### src/rtl/flash_arbiter.sv
// Two-port read arbiter sharing one synchronous program flash between the
// instruction-fetch port (I) and the data-side port (D), with per-port hold registers.
module flash_arbiter #(
    parameter int FLASH_WIDTH  = 10,
    parameter int STARVE_LIMIT = 4
) (
    input  logic                   clk,
    input  logic                   rst,
    input  logic                   i_req,
    input  logic [FLASH_WIDTH-1:0] i_addr,
    output logic                   i_gnt,
    output logic                   i_rvalid,
    output logic [15:0]            i_rdata,
    input  logic                   d_req,
    input  logic [FLASH_WIDTH-1:0] d_addr,
    output logic                   d_gnt,
    output logic                   d_rvalid,
    output logic [15:0]            d_rdata,
    output logic                   mem_ce,
    output logic [FLASH_WIDTH-1:0] mem_a,
    input  logic [15:0]            mem_d
);

    typedef enum logic [1:0] {
        OWN_NONE = 2'd0,
        OWN_I    = 2'd1,
        OWN_D    = 2'd2
    } owner_t;

    localparam logic [3:0] LIMIT = 4'(STARVE_LIMIT);

    owner_t      owner;
    owner_t      owner_next;
    logic [3:0]  d_wait;
    logic [3:0]  d_wait_next;
    logic [15:0] i_hold;
    logic [15:0] d_hold;
    logic        starved;

    assign starved = (d_wait == LIMIT);

    // Grant decision: a starved D beats I, otherwise I has fixed priority.
    always_comb begin
        i_gnt = 1'b0;
        d_gnt = 1'b0;
        if (rst) begin
            i_gnt = 1'b0;
            d_gnt = 1'b0;
        end else if (d_req && starved) begin
            d_gnt = 1'b1;
        end else if (i_req) begin
            i_gnt = 1'b1;
        end else if (d_req) begin
            d_gnt = 1'b1;
        end else begin
            i_gnt = 1'b0;
            d_gnt = 1'b0;
        end
    end

    // Flash port drive and next in-flight owner tag.
    always_comb begin
        mem_ce     = 1'b0;
        mem_a      = '0;
        owner_next = OWN_NONE;
        if (i_gnt) begin
            mem_ce     = 1'b1;
            mem_a      = i_addr;
            owner_next = OWN_I;
        end else if (d_gnt) begin
            mem_ce     = 1'b1;
            mem_a      = d_addr;
            owner_next = OWN_D;
        end else begin
            mem_ce     = 1'b0;
            mem_a      = '0;
            owner_next = OWN_NONE;
        end
    end

    // Starvation count: saturates while D waits, clears on grant or drop.
    always_comb begin
        d_wait_next = 4'd0;
        if (d_req && !d_gnt) begin
            if (starved) begin
                d_wait_next = LIMIT;
            end else begin
                d_wait_next = d_wait + 4'd1;
            end
        end else begin
            d_wait_next = 4'd0;
        end
    end

    // State register: owner tag, starvation count, and hold-register capture.
    always_ff @(posedge clk) begin
        if (rst) begin
            owner  <= OWN_NONE;
            d_wait <= 4'd0;
            i_hold <= 16'd0;
            d_hold <= 16'd0;
        end else begin
            owner  <= owner_next;
            d_wait <= d_wait_next;
            if (i_rvalid) begin
                i_hold <= mem_d;
            end
            if (d_rvalid) begin
                d_hold <= mem_d;
            end
        end
    end

    // Read-return outputs; reset masks a read that was in flight.
    always_comb begin
        i_rvalid = 1'b0;
        d_rvalid = 1'b0;
        i_rdata  = 16'd0;
        d_rdata  = 16'd0;
        if (rst) begin
            i_rvalid = 1'b0;
            d_rvalid = 1'b0;
            i_rdata  = 16'd0;
            d_rdata  = 16'd0;
        end else begin
            i_rvalid = (owner == OWN_I);
            d_rvalid = (owner == OWN_D);
            i_rdata  = i_rvalid ? mem_d : i_hold;
            d_rdata  = d_rvalid ? mem_d : d_hold;
        end
    end

endmodule

### config.mk
export PLATFORM = sky130hd
export DESIGN_NAME = flash_arbiter
export DESIGN_NICKNAME = d
export VERILOG_FILES = /design/src/rtl/flash_arbiter.sv
export SDC_FILE = /design/constraint.sdc
export NUM_CORES = 1
export LEC_CHECK = 0
export ABC_CLOCK_PERIOD_IN_PS = 2000
export CORE_MARGIN = 4
export CORE_UTILIZATION = 26
export CTS_BUF_LIST = sky130_fd_sc_hd__clkbuf_8 sky130_fd_sc_hd__clkbuf_16
export DETAILED_ROUTE_END_ITERATION = 10
export PLACE_DENSITY = 0.66
export SLEW_MARGIN = 20
export SYNTH_ARGS = -nofsm -noshare
export SYNTH_HDL_FRONTEND = slang
export SYNTH_SLANG_ARGS = --single-unit
export TNS_END_PERCENT = 5
### constraint.sdc
create_clock -name clk -period 2 [get_ports clk]
set_clock_uncertainty 0.2 [all_clocks]
set_input_delay 0.5 -clock clk [delete_from_list [all_inputs] [get_ports clk]]
set_output_delay 0.5 -clock clk [all_outputs]
set_load 0.005 [all_outputs]
Word-level counts from Yosys, hierarchy flattened
Cells that the tools add are included.
- input port bits: 40
- word-level logic and storage cells: 37
- register bits: 38
- output and inout port bits: 47
- $add $sub $neg: 1
- equality and inequality tests: 3
- reductions and logical operators: 6
- multiplexer cells: 20
- bitwise gates (word level): 1
- operators by type and width (cell ; number):
    16-bit two-way mux ; 4
    10-bit two-way mux ; 2
    1-bit two-way mux ; 12
    4-bit by 1-bit adder with 4-bit output, second input constant ; 1
    4-bit by 3-bit equality test with 1-bit output, second input constant ; 1
    2-bit OR reduction ; 2
    3-bit two-way mux ; 1
    3-bit OR reduction ; 1
    2-bit by 1-bit equality test with 1-bit output, second input constant ; 1
    2-bit equality test, second input constant ; 1
    1-bit logical AND ; 2
    2-bit two-way mux ; 1
    1-bit logical NOT ; 1
    1-bit inverter ; 1

Depth between registers and ports, before layout
Gate-level depths: netlist (run 1).
- depth after elaboration: 8
- mapped depth: 6
- gate-level depth less buffers: 5

Worst setup path after synthesis (run 1)
Ideal clock, no wire load.
- kind: register to output
- start point: reg d_wait[0]
- end point: out mem_a[0]
- data arrival time: 1.238 ns
- path buffers: 1
- cell stages (with the launch flop): 7
- data required time: 1.300 ns
- setup slack: 0.062 ns
- path through: dfxtp_1 -> inv_1 -> ha_1 -> nand3b_4 -> o211a_1 -> buf_6 -> a22o_1
- elaborated cells between the ends (all ways): 8
- those cells by class: eq/ne (1); mux (6); reduce/logical (1)
- RTL lines (element ; line ; RTL):
    start: declaration ; 34 ; logic [3:0] d_wait;
    start signal: assignment ; 104 ; d_wait <= d_wait_next;
    4-bit by 3-bit equality test with 1-bit output ; 40 ; assign starved = (d_wait == LIMIT);
    1-bit logical AND ; 49 ; end else if (d_req && starved) begin
    1-bit two-way mux ; 49 ;
    1-bit two-way mux ; 46 ; if (rst) begin
    net i_gnt ; 11 ; output logic i_gnt,
    10-bit two-way mux ; 66 ; if (i_gnt) begin
    end: declaration ; 20 ; output logic [FLASH_WIDTH-1:0] mem_a,
The timed path passes the listed nets, and every way through them passes these cells.

Worst setup path after layout (run 1)
- start point: reg d_wait[0]
- end point: out mem_a[8]
- cells in the longest elaborated chain, start to end: 6
- elaborated cells between the ends (all ways): 8
- those cells by class: eq/ne (1); mux (6); reduce/logical (1)
- RTL lines (element ; line ; RTL):
    4-bit by 3-bit equality test with 1-bit output (*) ; 40 ;
    1-bit logical AND (*) ; 49 ;
    1-bit two-way mux ; 49 ;
    1-bit two-way mux ; 46 ;
    10-bit two-way mux ; 70 ; end else if (d_gnt) begin
    10-bit two-way mux (*) ; 66 ;
Every way passes the cells marked *; elsewhere a longest branch is shown, timed or not.

==> run metrics, run 1 <==
Die ar. 7845 um^2; VDD IR-drop max 0.0003860 V; most frequent cells in the layout nand2_1, buf_4, a21oi_1; worst skew pair latency 0.29 ns; DR vias 2047; syn avg cell area 7.603 um^2; Crit-path slowest cell dfxtp_2; Root Buffer clkbuf_8; Iteration-0 DRC Markers 81; fin nets 401; gpl congestion 0.7341; DRT Wirelength 5851 um; status finished with violations; Achievable Freq 0.4073 GHz; starting density of the core 26.73%; Clock Path Buffers 2; vias in the first global route 2061; CP arrival 1.76 ns; DRT antenna net count 0; Final min period 2.455 ns; GR Util All Layers 14.95%; CP top delay family buffers and inverters; first-pass GRT wire length 9121 um; register area 770.7 um^2; residual DRC count 0; FILL cells 610; Crit. End Element output port; area post-placement 2947 um^2; leakage 1.429 nW; Max-Cap Viols 0; # port buffers 86; Mapped Area 1688 um^2; fin. max-slew vios 0; Buf/Inv on CP 5; Logic pwr share 20.8%; worst-case reg-to-reg path depth 8; ANT cells 0; crit-path cells inv_2, ha_4, nand3b_4, a211oi_4, buf_6, buf_6, buf_6, a22o_1, buf_2; Finished Layout Cells 437; worst setup margin -0.4553 ns; worst r2r src d_wait[0]; Placed Cells 415; Worst EP required 1.30 ns; RSZ-0062 raised after global routing true; sequential power share 43.9%; most common cell after layout, fill and taps aside nand2_1; DR vias/cell 4.684; post-synth cell types 23; crit path launch d_wait[0]; vertical die dimension 88.57 um; failing checks negative setup slack; Synth Instances 222; count of final setup violators 44; Hold-fix buffers, CTS 0; CP Capture Point mem_a[8]; Synthesis Warnings 0; Psw 0.4402 mW; Area Growth Syn to Fin 92.51%; Pre-antenna DRT Iters 4; CP Depth 9; most used cell, CP buf_6; htree depth 2; CORE AREA 6314 um^2; startpoint types flop; num rows 29; Seq/Total Area, Yosys 45.07%; Seq cells post-synth 38; Internal Dissipation 1.365 mW; slew margin rel. 82.97%; CTS clk-pin slew, worst paths 0.07 ns; antenna violations before repair 0; switch share 24.39%; CTS Buf Count 5; max incr delay on CP 0.33 ns; area of the multi-input gates 983.4 um^2; period utilization 122.8%; Worst-Margin Slew 0.2547 ns; layout cells sized above 1 40.83%; I/O pin count 87; clk sinks 38; Total Power 1.805 mW; syn nets 264; Power Dens Cells 555.5 nW/um^2; register-to-register setup slack 0.43 ns; Fin. Hold Viols 0; hold crit path type reg2reg; CP max FO 3; post-DP HPWL 4178 um; post-route cell area 3249 um^2; pin count of the biggest net entering global routing 29; r2r endpoint d_wait[3]; clock share of power 35.3%; die width 88.57 um; Crit Path Class reg2out; CTS tree done; gr ovfl total 0; Wirelength per Cell 13.39 um
Yosys cell counts:
cell,number,area share [%]
a21oi_1,64,19
nand2_1,64,14
dfxtp_1,38,45
a22o_1,10,5.2
buf_2,8,2.4
nor2_1,8,1.8
inv_1,5,1.1
clkbuf_1,4,0.89
buf_1,2,0.44
clkbuf_2,2,0.59
ha_1,2,1.5
nand2b_1,2,0.74
nor2b_1,2,0.74
o211a_1,2,1.2
a211oi_1,1,0.44
a211oi_2,1,0.74
buf_4,1,0.44
buf_6,1,0.67
nand3_1,1,0.30
nand3b_4,1,1.2
nand4_1,1,0.37
xnor2_1,1,0.52
xor2_1,1,0.52
worst min path at each step:
stage | startpoint | to | slack (ns) | cells after the start
finish | d_hold[3] | d_hold[3] | 0.26 | 2
global route | d_hold[3] | d_hold[3] | 0.29 | 2
CTS | d_hold[15] | d_hold[15] | 0.27 | 2
detailed placement | d_hold[15] | d_hold[15] | 0.25 | 2
global placement | d_hold[3] | d_hold[3] | 0.25 | 2
floorplan | d_wait[0] | d_wait[0] | 0.23 | 1
power groups by stage:
| stage | sequential [mW] | clock [mW] | combinational, mW |
|---|---|---|---|
| CTS | 0.792 | 0.660 | 0.366 |
| floorplan | 0.807 | 0 | 0.121 |
| detailed placement | 0.809 | 0 | 0.356 |
| global placement | 0.808 | 0 | 0.353 |
| global route | 0.796 | 0.686 | 0.406 |
| finish | 0.793 | 0.637 | 0.375 |
layer usage:
| layer | routed length [um] | track usage (%) |
|---|---|---|
| met1 | 2365 | 16.88 |
| met2 | 3039 | 27.12 |
| met3 | 331 | 3.724 |
| met4 | 115 | 5.357 |
| met5 | 0 | 0 |
stage by stage:
stage,TNS (ns),worst slack [ns],hold WS [ns],util (%)
6_report,-7.422,-0.4553,0.2633,51.47
5_1_grt,-10.94,-0.5264,0.2928,51.47
4_1_cts,-11.84,-0.4826,0.2661,50.91
3_5_place_dp,-24.26,-0.8459,0.2543,46.67
3_3_place_gp,-23.86,-0.7989,0.2482,46.67
2_1_floorplan,0,0.06182,0.2297,-
worst min-delay path, delay by kind of cell, from the launching register on:
family | cells | cell delay [ns]
AOI/OAI and AO/OA | 1 | 0.06
DFF | 1 | 0.30
and+or+nand+nor | 1 | 0.06
repair_timing:
action | in CTS | in global routing
resized for setup | 140 | 59
pin swaps | 5 | 7
buffers inserted | 8 | 2
endpoints found under the setup margin | 47 | 47
gates cloned | 4 | 0
registers in the layout, summed over array words and instances, names as in the netlist:
| signal | flops |
|---|---|
| owner | 2 |
| i_hold | 16 |
| d_wait | 4 |
| d_hold | 16 |
final cells by class:
type                    count  share of cell area, %
clock buffers               5                  2.118
clock inverters             3                  1.232
inverters                   5                 0.5776
multi-input cells         162                  30.27
flip-flops and latches     38                  23.72
well taps                  77                  2.965
repair buffers            147                  39.12
cell families (layout without fill, tap and decap cells):
kind of cell	Yosys count	in the layout	share of synthesized area, %
buffers and inverters	23	160	6.524
AND/OR/NAND/NOR	79	79	19.35
AO/OA/AOI/OAI	78	79	26.54
adder cells (fa/ha/maj)	2	2	1.482
XOR/XNOR	2	2	1.038
flip-flops	38	38	45.07
Note: power is estimated with default switching activity, not from simulation.
==> inputs of run 2 (changes only) <==
SLEW_MARGIN = not set   (was 20)
==> results of run 2 <==
The final DEF is identical to that of run 1; final timing and power are the same.
